===== src/rtl/register_bist.sv =====
// register_bist: BIST engine for a load-enable data register (reset, pattern write/readback).
// Optional macro REG_BIST_HOLD_CHECK_EN adds a HOLD/CHOLD retention check after each CHECK.
module register_bist #(
    parameter int WIDTH = 8,
    parameter int ERR_W = 4
) (
    input  logic             clk,
    input  logic             rst,
    input  logic             start,
    input  logic [WIDTH-1:0] dut_out,
    output logic             dut_rst_,
    output logic             dut_load,
    output logic [WIDTH-1:0] dut_data,
    output logic             busy,
    output logic             done,
    output logic             pass,
    output logic [ERR_W-1:0] err_cnt
);
    localparam logic [2:0] LAST_IDX = 3'd4;

    typedef enum logic [2:0] {
        IDLE,
        DRST,
        CRST,
        WRITE,
        CHECK,
        HOLD,
        CHOLD,
        DONE
    } state_t;

    state_t           state;
    state_t           state_nxt;
    logic [2:0]       idx;
    logic [2:0]       idx_nxt;
    logic [ERR_W-1:0] err_nxt;
    logic [WIDTH-1:0] data_nxt;
    logic [WIDTH-1:0] cmp_exp;
    logic             cmp_en;
    logic             launch;

    // Replicated 01, 10, 1100, 0011 and all-ones, truncated to WIDTH bits.
    function automatic logic [WIDTH-1:0] pattern(input logic [2:0] i);
        logic [WIDTH-1:0] p;
        p = '0;
        for (int b = 0; b < WIDTH; b++) begin
            case (i)
                3'd0:    p[b] = ((b % 2) == 0);
                3'd1:    p[b] = ((b % 2) == 1);
                3'd2:    p[b] = ((b % 4) >= 2);
                3'd3:    p[b] = ((b % 4) < 2);
                default: p[b] = 1'b1;
            endcase
        end
        return p;
    endfunction

    function automatic logic [ERR_W-1:0] sat_inc(input logic [ERR_W-1:0] c);
        return (&c) ? c : c + {{(ERR_W-1){1'b0}}, 1'b1};
    endfunction

    always_comb begin
        state_nxt = state;
        idx_nxt   = idx;
        cmp_en    = 1'b0;
        cmp_exp   = '0;
        launch    = 1'b0;
        case (state)
            IDLE, DONE: begin
                if (start) begin
                    launch    = 1'b1;
                    state_nxt = DRST;
                    idx_nxt   = '0;
                end
            end
            DRST: state_nxt = CRST;
            CRST: begin
                cmp_en    = 1'b1;
                state_nxt = WRITE;
            end
            WRITE: state_nxt = CHECK;
            CHECK: begin
                cmp_en  = 1'b1;
                cmp_exp = pattern(idx);
`ifdef REG_BIST_HOLD_CHECK_EN
                state_nxt = HOLD;
`else
                if (idx == LAST_IDX) begin
                    state_nxt = DONE;
                end else begin
                    state_nxt = WRITE;
                    idx_nxt   = idx + 3'd1;
                end
`endif
            end
            HOLD: state_nxt = CHOLD;
            CHOLD: begin
                cmp_en  = 1'b1;
                cmp_exp = pattern(idx);
                if (idx == LAST_IDX) begin
                    state_nxt = DONE;
                end else begin
                    state_nxt = WRITE;
                    idx_nxt   = idx + 3'd1;
                end
            end
            default: state_nxt = IDLE;
        endcase

        err_nxt = err_cnt;
        if (launch) begin
            err_nxt = '0;
        end else if (cmp_en && (dut_out != cmp_exp)) begin
            err_nxt = sat_inc(err_cnt);
        end
    end

    // Outputs are decoded from the next state so each value holds for its whole state cycle.
    always_comb begin
        data_nxt = '0;
        case (state_nxt)
            WRITE:       data_nxt = pattern(idx_nxt);
            CHECK, HOLD: data_nxt = ~pattern(idx_nxt);
            default:     data_nxt = '0;
        endcase
    end

    always_ff @(posedge clk or posedge rst) begin
        if (rst) begin
            state    <= IDLE;
            idx      <= '0;
            err_cnt  <= '0;
            dut_rst_ <= 1'b1;
            dut_load <= 1'b0;
            dut_data <= '0;
            busy     <= 1'b0;
            done     <= 1'b0;
            pass     <= 1'b0;
        end else begin
            state    <= state_nxt;
            idx      <= idx_nxt;
            err_cnt  <= err_nxt;
            dut_rst_ <= (state_nxt != DRST);
            dut_load <= (state_nxt == WRITE);
            dut_data <= data_nxt;
            busy     <= (state_nxt != IDLE) && (state_nxt != DONE);
            done     <= (state_nxt == DONE);
            pass     <= (state_nxt == DONE) && (err_nxt == '0);
        end
    end
endmodule

===== config.mk =====
export PLATFORM = sky130hd
export DESIGN_NAME = register_bist
export DESIGN_NICKNAME = d
export VERILOG_FILES = /design/src/rtl/register_bist.sv
export SDC_FILE = /design/constraint.sdc
export NUM_CORES = 1
export LEC_CHECK = 0
export CAP_MARGIN = 40
export CELL_PAD_IN_SITES_DETAIL_PLACEMENT = 1
export CELL_PAD_IN_SITES_GLOBAL_PLACEMENT = 2
export CORE_ASPECT_RATIO = 1.1
export CORE_MARGIN = 1
export CORE_UTILIZATION = 31
export DETAILED_ROUTE_END_ITERATION = 10
export PLACE_DENSITY_LB_ADDON = 0.25
export SYNTH_ARGS = -nofsm -noshare
export SYNTH_HDL_FRONTEND = slang
export SYNTH_SLANG_ARGS = --single-unit

===== constraint.sdc =====
create_clock -name clk -period 5.6 [get_ports clk]
set_input_delay 0.56 -clock clk [delete_from_list [all_inputs] [get_ports clk]]
set_output_delay 0.56 -clock clk [all_outputs]
set_load 0.02 [all_outputs]

==> reports/qor.log <==
[finish] number of antenna repair diodes 0
[synth] Synth async-reset ratio 1.000
[clocking] htree depth 1
[worst_setup_path] Worst EP arrival 2.62 ns
[synth] number of unique standard cell types used by synthesis 41
[worst_hold_path] worst hold-check path type reg -> reg
[floorplan] std cell rows 22
[detailed_routing] violation count after the first detailed-routing iteration 31
[grt] global-route wire length before repair 4754 µm
[synth] nets in the synthesized netlist 140
[job] Max-Cap Viols 0
[synth] yosys warns 0
[detailed_routing] Post-DRT Antenna Nets 0
[power_and_ir_drop] Switching Share 0.4466
[timing] Total Neg Setup Slack 0 ns
[clocking] buffers from clock root to sink, at most 2
[timing] Slew HR 0.5158
[worst_setup_path] kind of end point of the critical path register
[power_and_ir_drop] part of the total power dissipated in sequential elements 0.314
[grt] Total GRT Usage 0.1612
[worst_setup_path] category of the most critical setup path reg -> reg
[worst_setup_path] register-to-register setup slack 3.20 ns
[detailed_routing] routed wire length 2721 µm
[timing] worst-case clock skew 0.006052 ns
[finish] share of cells above drive strength 1 0.09459
[synth] post-synthesis area per instance 9.420 µm²
[grt] via count of the first global-routing pass 1,016
[finish] Syn-to-layout area delta 27.43%
[power_and_ir_drop] maximum ir drop on the vdd rail 159.9 µV
[worst_setup_path] launching element type of the critical path register
[synth] flops & latches, synth 19
[synth] Post-synth top flop dfrtp_1
[synth] synth top area cells dfrtp_1 (39%), mux2i_1 (8.6%), ha_1 (6.5%)
[timing] f_max 0.4170 GHz
[synth] Syn Std Cell Area 1159 µm²
[detailed_routing] total vias in the final route 964
[floorplan] ports placed on the boundary 28
[synth] cell taking the most area after synthesis dfrtp_1
[floorplan] floorplan die height 66.12 µm
[finish] most frequent cells in the layout clkdlybuf4s50_1 (27), dfrtp_1 (18), nor2_1 (15)
[finish] post-route design area 1476 µm²
[detailed_routing] remaining design rule violation count 0
[synth] Cells after Synth 123
[placed_design] placed cell areas 1450 µm²
[clocking] number of buffers created by CTS 3
[finish] final-stage net count 166
[clocking] Clock Latency Late Sink 0.31 ns
[grt] number of antenna violations at the first check in global routing 0
[worst_setup_path] worst path bufs/invs 0
[power_and_ir_drop] clock network fraction of total power 0.088
[synth] number of enable-type register cells in the synthesized netlist 0
[power_and_ir_drop] Sw Pwr 0.3720 mW
[detailed_routing] drt pass-1 iters 2
[worst_setup_path] Top Family by Delay on Critical Path compound AO/OA/AOI/OAI gates
[worst_setup_path] most frequent CP cell ha_1
[finish] commonest non-fill, non-tap cell in the layout clkdlybuf4s50_1
[grt] global-route congestion overflow total 0
[power_and_ir_drop] Leak 0.6773 nW
[placed_design] I/O Buffers 27
[power_and_ir_drop] share of power burned in combinational logic 0.598
[grt] largest net degree at the start of global routing 20
[worst_setup_path] Worst EP required 5.82 ns
[timing] Final Slew Violations 0
[synth] post-synthesis sequential area ratio 0.4114
[clocking] CTS tree yes
[clocking] CTS clk-pin slew, worst paths 0.11 ns
[worst_setup_path] largest fanout on the critical path 4
[clocking] cell at the root of the clock tree clkbuf_4
[synth] area share of the leading cell type in the synthesized netlist 0.3888
[clocking] postcts setup bufs 0
[floorplan] initial cell density of the core 0.3367
[placed_design] Final GP Congestion 0.6975
[timing] count of final setup violators 0
[clocking] clk sink count 19
[run_status] result of the run finished, final reports clean
[timing] setup repair after global routing missed its margin no
[timing] slew at the pin closest to its max-slew limit 0.7255 ns
[clocking] Gates resized, CTS repair 0
[worst_setup_path] peak per-stage delay on the critical path 0.44 ns
[worst_setup_path] CP cell instances ha_1 > ha_1 > o41ai_1 > nand4_1 > a31o_1 > and3_4 > nor4b_2
[timing] ratio of final minimum period to clock period 0.4282
[worst_setup_path] cell at the slowest stage of the critical path dfrtp_1
[detailed_routing] average wire length per cell after detail routing 13.88 µm
[power_and_ir_drop] power density over the cells 564.1 nW/µm²
[floorplan] die boundary width 60.29 µm
[detailed_routing] via/cell ratio 4.918
[clocking] number of hold buffers added after CTS 0
[floorplan] Core Area 3441 µm²
[floorplan] Die Area 3986 µm²
[timing] Tmin final 2.398 ns
[placed_design] detailed placer's ending HPWL 2178 µm
[power_and_ir_drop] internal power contribution 0.4609 mW
[timing] Final Hold Vio Count 0
[logic make-up (layout without fill, tap and decap cells)]
group                      after synthesis  in the layout  synth area share
DFF                                     19             19            0.4114
AOI/OAI and AO/OA                       20             20            0.1253
xor gates and xnor gates                 2              2           0.01512
muxes                                   10             10           0.08640
and+or+nand+nor                         52             52            0.2376
adders and majority gates                6              6           0.06479
buffers and inverters                   14             39           0.05939
[sequential cells by signal (all words and copies together), names as in the netlist]
signal    flops
busy          1
done          1
dut_data      4
dut_load      1
dut_rst_      1
err_cnt       4
idx           3
pass          1
state         3
[metal layers]
metal | GRT usage | routed length, µm | up-vias | share of wire
li1 | - | - | 473 | -
met1 | 0.2041 | 1204 | 469 | 0.44
met2 | 0.2734 | 1412 | 18 | 0.52
met3 | 0.02544 | 73 | 4 | 0.027
met4 | 0.05233 | 30 | 0 | 0.011
met5 | 0 | 0 | - | 0
[worst paths after layout]
kind	startpoint	end	depth (start not counted)
min in group asynchronous	rst	dut_data[6]	2
min reg2reg	err_cnt[1]	err_cnt[1]	2
max reg2reg	idx[0]	pass	7
min	err_cnt[1]	err_cnt[1]	2
max in group asynchronous	rst	err_cnt[1]	2
max	idx[0]	pass	7
[worst min-delay path: stages (launching register included)]
cell,delay (ns)
dfrtp_1,0.42
mux2i_1,0.10
nor2_1,0.08
[metrics by stage]
| step | worst slack (ns) | instances | hold slack [ns] | utilization | power (mW) |
|---|---|---|---|---|---|
| 3_5_place_dp | 3.080 | 192 | 0.6078 | 0.4215 | 0.7713 |
| 4_1_cts | 3.190 | 196 | 0.6381 | 0.4291 | 0.8465 |
| 5_1_grt | 2.936 | 196 | 0.6993 | 0.4291 | 0.9067 |
| 2_1_floorplan | 3.536 | 123 | 0.5104 | - | 0.6075 |
| 3_3_place_gp | 3.153 | 192 | 0.6011 | 0.4215 | 0.7497 |
| 6_report | 3.202 | 196 | 0.6270 | 0.4291 | 0.8329 |
[cells in the mapped netlist (3+ instances only)]
cell,n
or2_2,3
nor2_1,15
mux2i_1,10
a21oi_1,4
nand3_1,5
ha_1,6
buf_4,4
nand2_1,11
dfrtp_1,18
inv_1,7
[power groups by stage]
stage	logic [mW]	registers [mW]	clock network, mW
after global placement	0.489	0.260	0
final	0.498	0.262	0.0730
after floorplan	0.325	0.282	0
after global routing	0.554	0.273	0.0801
after CTS	0.506	0.265	0.0760
after detailed placement	0.503	0.268	0
[layout make-up]
cell class / count / area (µm²)
well taps: 48 / 60.06
clock buffers: 4 / 26.28
flip-flops and latches: 19 / 476.7
fillers: 412 / 1964
repair buffers: 27 / 270.3
inverters: 8 / 30.03
multi-input cells: 90 / 613.1
Note: power is estimated with default switching activity, not from simulation.
